`src/rtl/vmem_pkg.sv`:
```
// Shared types and constants for the vector load/store sequencer.
// Latency: n/a (declarations only).
// Backpressure: n/a.
package vmem_pkg;

  localparam int LANES       = 16;
  localparam int READ_LANES  = 8;
  localparam int LANE_STRIDE = 8;
  localparam int MEM_DEPTH   = 96 * 96;

  // 16 lanes of 16 bits; lane i lives in [i].
  typedef logic [15:0][15:0] vec16_t;

  typedef enum logic [2:0] {
    IDLE,
    LD0,
    LD1,
    ST,
    RESP
  } vmem_state_t;

endpackage

```
`src/rtl/pix_saturate.sv`:
```
// Combinational 16-bit element to 8-bit pixel conversion (clamp or truncate).
// Latency: 0 cycles, purely combinational.
// Backpressure: none.
// Ports: din - signed-ish 16-bit store element; dout - 8-bit pixel.
module pix_saturate #(
  parameter int SATURATE = 1
) (
  input  logic [15:0] din,
  output logic [7:0]  dout
);

  always_comb begin
    dout = din[7:0];
    if (SATURATE != 0) begin
      // bit15 marks a negative element; anything above 255 pins to white.
      if (din[15])
        dout = 8'h00;
      else if (|din[14:8])
        dout = 8'hFF;
    end
  end

endmodule

```
`src/rtl/vector_mem_unit.sv`:
```
// Vector load/store sequencer between execute and the 8-bit image memory.
// Latency: accept->resp_valid 3 cycles (load), 2 (store), 1 (range error).
// Backpressure: req_ready only in IDLE; response held until resp_ready.
// Ports: CLK/RST_N; req_* request channel (valid/ready); resp_* response
// channel (valid/ready, data + err); mem_* combinational memory interface.
module vector_mem_unit
  import vmem_pkg::*;
#(
  parameter int IMAGE_WIDTH  = 96,
  parameter int IMAGE_HEIGHT = 96,
  parameter int SATURATE     = 1
) (
  input  logic        CLK,
  input  logic        RST_N,
  input  logic        req_valid,
  output logic        req_ready,
  input  logic        req_we,
  input  logic [15:0] req_base,
  input  vec16_t      req_wdata,
  output logic        resp_valid,
  input  logic        resp_ready,
  output vec16_t      resp_data,
  output logic        resp_err,
  output logic [15:0] mem_addr,
  output logic        mem_we,
  output vec16_t      mem_wd,
  input  vec16_t      mem_rd
);

  localparam logic [16:0] LAST_OK  = 17'(IMAGE_WIDTH * IMAGE_HEIGHT - 1);
  localparam logic [16:0] SPAN     = 17'((LANES - 1) * LANE_STRIDE);
  localparam logic [15:0] HI_OFFS  = 16'(READ_LANES * LANE_STRIDE);

  vmem_state_t state_q, state_d;
  logic [15:0] base_q;
  vec16_t      wdata_q;
  vec16_t      wd_clamped;
  logic [16:0] last_addr;
  logic        range_err;
  logic        accept;

  // Only the low READ_LANES lanes and their low byte carry read data.
  logic unused_rd;
  assign unused_rd = ^mem_rd;

  // 17-bit sum so a base near 0xFFFF cannot wrap back into range.
  assign last_addr = {1'b0, req_base} + SPAN;
  assign range_err = last_addr > LAST_OK;
  assign accept    = req_valid && req_ready;

  for (genvar i = 0; i < LANES; i++) begin : g_sat
    pix_saturate #(.SATURATE(SATURATE)) u_sat (
      .din  (wdata_q[i]),
      .dout (wd_clamped[i][7:0])
    );
    assign wd_clamped[i][15:8] = 8'h00;
  end

  always_ff @(posedge CLK or negedge RST_N) begin
    if (!RST_N)
      state_q <= IDLE;
    else
      state_q <= state_d;
  end

  // Memory strobes are decoded from state so a reset drops them at once.
  always_comb begin
    state_d    = state_q;
    req_ready  = 1'b0;
    resp_valid = 1'b0;
    mem_addr   = 16'h0000;
    mem_we     = 1'b0;
    mem_wd     = '0;
    case (state_q)
      IDLE: begin
        req_ready = 1'b1;
        if (req_valid) begin
          if (range_err)
            state_d = RESP;
          else if (req_we)
            state_d = ST;
          else
            state_d = LD0;
        end
      end
      LD0: begin
        mem_addr = base_q;
        state_d  = LD1;
      end
      LD1: begin
        // Range check at accept guarantees this cannot wrap.
        mem_addr = base_q + HI_OFFS;
        state_d  = RESP;
      end
      ST: begin
        mem_addr = base_q;
        mem_we   = 1'b1;
        mem_wd   = wd_clamped;
        state_d  = RESP;
      end
      RESP: begin
        resp_valid = 1'b1;
        if (resp_ready)
          state_d = IDLE;
      end
      default: state_d = IDLE;
    endcase
  end

  always_ff @(posedge CLK or negedge RST_N) begin
    if (!RST_N) begin
      base_q    <= 16'h0000;
      wdata_q   <= '0;
      resp_data <= '0;
      resp_err  <= 1'b0;
    end else begin
      if (accept) begin
        base_q    <= req_base;
        wdata_q   <= req_wdata;
        resp_data <= '0;
        resp_err  <= range_err;
      end
      if (state_q == LD0) begin
        for (int k = 0; k < READ_LANES; k++)
          resp_data[k] <= {8'h00, mem_rd[k][7:0]};
      end
      if (state_q == LD1) begin
        for (int k = 0; k < READ_LANES; k++)
          resp_data[READ_LANES + k] <= {8'h00, mem_rd[k][7:0]};
      end
    end
  end

endmodule

```
`config.mk`:
```
export PLATFORM = sky130hd
export DESIGN_NAME = vector_mem_unit
export DESIGN_NICKNAME = d
export VERILOG_FILES = /design/src/rtl/vmem_pkg.sv /design/src/rtl/pix_saturate.sv /design/src/rtl/vector_mem_unit.sv
export SDC_FILE = /design/constraint.sdc
export NUM_CORES = 1
export LEC_CHECK = 0
export ABC_AREA = 1
export CORE_AREA = 10 10 401 403
export DETAILED_ROUTE_END_ITERATION = 16
export DIE_AREA = 0 0 411 413
export GPL_TIMING_DRIVEN = 0
export PLACE_DENSITY = 0.45
export SKIP_CTS_REPAIR_TIMING = 1
export SYNTH_ARGS = -nofsm -noshare
export SYNTH_HDL_FRONTEND = slang
export SYNTH_SLANG_ARGS = --single-unit
export TNS_END_PERCENT = 50
```
`constraint.sdc`:
```
create_clock -name CLK -period 2.2 [get_ports CLK]
set_input_delay 0.55 -clock CLK [delete_from_list [all_inputs] [get_ports CLK]]
set_output_delay 0.55 -clock CLK [all_outputs]
set_load 0.05 [all_outputs]
```
==> run summary <==
Filler Cell Count -> 16920
Worst Path Required -> 1.65 ns
Io pins -> 1065
Skew final -> 0.02121 ns
Failing checks -> negative hold slack, negative setup slack
First-pass GRT wire length -> 137.0 mm
Via count -> 17820
ANT nets after route -> 0
Seq/Total Area, Yosys -> 0.5251
R2R setup slack -> -0.39 ns
VDD IR-drop max -> 0.5792 mV
Layout cell share with drive strength beyond 1 -> 0.2407
Initial core utilization -> 0.1259
Synth warnings -> 0
Largest net degree at the start of global routing -> 109
Yosys cell types -> 29
Reg2reg end -> wdata_q[240]$_DFFE_PN0P_
Final setup viols -> 398
Syn Std Cell Area -> 19250 um^2
Dpl hpwl -> 79.83 mm
Post-Place Worst Slack -> -1.711 ns
Hold Crit Class -> in -> async
Period utilisation layout -> 1.352
Top cells by area, synth -> dfrtp_1, buf_4, nand2_1
Final Hold Fails -> 12
Area Overhead vs Synth -> 70.16%
Tot GR Track Use -> 0.1101
CP Cell Sequence -> inv_2, nor2_4, inv_2, nor2_4, buf_12, buf_4, buf_4, nand2_8, a21oi_4, buf_6
Critical Path Fanout Max -> 8
TritonCTS buffer count -> 54
PD cells -> 1043 nW/um^2
Placeable Area -> 153000 um^2
Min Tclk post-route -> 2.975 ns
Vias in the first global route -> 18400
Top_reg_cell synth -> dfrtp_1
CTS root buf -> clkbuf_16
Placed insts -> 5160
Post-synth EDFFs -> 0
Initial antenna violation count -> 35
Setup TNS -> -127.81 ns
Critical Path End Type -> output pin
Final WL -> 99.61 mm
Async S/R FF share, synth -> 1.000
Arrival time of the worst setup path -> 2.43 ns
Total gr overflow -> 0
Syn_area_per_cell -> 8.623 um^2
CTS tree -> yes
Outcome -> complete, but fails checks
Biggest cell delay along the critical path -> 0.43 ns
Max-slew headroom -> 0.2713
Post-synth top area share -> 0.5251
Cell Count, Final, Fillers Out -> 5291
Pins Over Slew Limit -> 0
Initial DRC count -> 894
Startpoint Class -> flop
R2R cell count -> 9
Wire length per cell -> 18.83 um
GP Congestion -> 0.8094
Die width -> 411 um
Pleak -> 15.26 nW
Clk_lat worst skew -> 0.65 ns
Largest delay share family, worst path -> buffers and inverters
CP max-delay cell -> dfrtp_1
Most area-hungry cell type in the Yosys netlist -> dfrtp_1
Die Area -> 169700 um^2
Die Y -> 413 um
Net count, final -> 3731
MaxCap Viol Count -> 0
Worst-margin pin slew -> 1.093 ns
CP Class -> reg -> out
Cells after Synth -> 2233
Register area -> 10110 um^2
Fmax -> 336.1 MHz
Max Buffers Root-to-Sink -> 3
Buf/Inv on CP -> 6
H-tree levels -> 2
CTS Sinks -> 404
Port Buffers -> 615
Clock transition at path regs -> 0.06 ns
RSZ-0062 raised after global routing -> true
Synth Register Bits -> 404
# DRC -> 0
Final worst slack -> -0.7755 ns
Reg2reg start -> state_q[2]$_DFFE_PN0P_
Area of the multi-input gates -> 7672 um^2
Drt pass-1 iters -> 5
Row Count -> 144
Fin Hold WS -> -0.02671 ns
Routed vias/inst -> 3.369
-- state kept, by name, indices dropped and copies added (netlist names) --
register	count
base_q	16
resp_err	1
wdata_q	256
resp_data	128
state_q	3
-- metal layers --
layer,share of wire,GRT usage,wire (um)
met3,0.094,0.04392,9328
met1,0.42,0.1361,41590
met2,0.46,0.1772,45940
met4,0.026,0.02830,2572
met5,0.0018,0,181
-- cell type report --
| cell class | instances | share of cell area |
|---|---|---|
| Clock inverter | 28 | 0.01253 |
| Multi-Input combinational cell | 1408 | 0.2342 |
| Inverter | 315 | 0.03624 |
| Antenna cell | 10 | 0.0007638 |
| Clock buffer | 69 | 0.04510 |
| Buffer | 361 | 0.07871 |
| Tap cell | 2044 | 0.07806 |
| Timing Repair Buffer | 652 | 0.2058 |
| Sequential cell | 404 | 0.3086 |
-- worst max path at each step --
stage                                       from                        to  slack [ns]  depth (start not counted)
final                     state_q[0]$_DFFE_PN0P_               mem_wd[103]       -0.78                         10
after global routing      state_q[0]$_DFFE_PN0P_               mem_wd[133]       -0.92                         10
after CTS                 state_q[2]$_DFFE_PN0P_               mem_wd[133]       -2.43                          7
after detailed placement  state_q[2]$_DFFE_PN0P_               mem_wd[133]       -1.71                          7
after global placement                     RST_N  wdata_q[225]$_DFFE_PN0P_      -19.70                          1
after floorplan           state_q[2]$_DFFE_PN0P_              mem_addr[11]       -0.32                          4
-- stage by stage --
| stage | power [W] | instance area, um^2 | utilization |
|---|---|---|---|
| 3_3_place_gp | 0.02375 | 28950 | 0.1892 |
| 3_5_place_dp | 0.02395 | 29190 | 0.1908 |
| 4_1_cts | 0.03370 | 31080 | 0.2032 |
| 6_report | 0.03418 | 32760 | 0.2142 |
| 2_1_floorplan | 0.01893 | 20230 | - |
| 5_1_grt | 0.03652 | 32750 | 0.2141 |
-- logic make-up (layout without fill, tap and decap cells) --
family                     after synthesis  in the layout  share of synthesized area
AOI/OAI and AO/OA                      500            500                     0.1306
adders and majority gates                2              2                   0.001299
other                                    1            266                  0.0001948
and+or+nand+nor                        649            649                     0.1481
buffers and inverters                  676           1425                     0.1943
xor gates and xnor gates                 1              1                  0.0004550
DFF                                    404            404                     0.5251
-- worst reg2reg max path, delay by kind of cell, from the launching register on --
| family | cells | cell delay (ns) |
|---|---|---|
| AOI/OAI and AO/OA | 1 | 0.20 |
| DFF | 1 | 0.43 |
| buffers and inverters | 5 | 1.27 |
| and+or+nand+nor | 3 | 0.64 |
-- cell usage after synthesis, types with 5 or more instances --
cell / n
nor2_1: 24
nand3_1: 142
nand2_1: 421
o21ai_1: 143
inv_2: 5
dfrtp_1: 404
buf_6: 12
nand2_4: 10
nand4_1: 22
buf_2: 60
a21oi_1: 132
o21ai_0: 221
nor4_1: 16
buf_4: 276
inv_1: 309
clkbuf_1: 13
-- cell usage in the layout, fill, tap and decap left out, drive strengths merged --
master / instances
a21oi: 132
buf: 525
bufinv: 8
clkbuf: 85
clkdlybuf4s50: 467
clkinv: 13
clkinvlp: 3
conb: 256
dfrtp: 404
diode: 10
dlymetal6s2s: 5
ha: 2
inv: 319
nand2: 433
nand3: 142
nand4: 22
nor2: 30
nor3: 5
nor4: 16
o21ai: 364
o22ai: 1
o32ai: 3
or2: 1
xor2: 1
-- power by group --
group	internal [W]	switching [W]	total [W]	leakage, nW
clock	0.00571	0.00375	0.00946	0.921
sequential	0.0103	0.00127	0.0116	5.17
combinational	0.00390	0.00926	0.0132	9.17
Note: power is estimated with default switching activity, not from simulation.
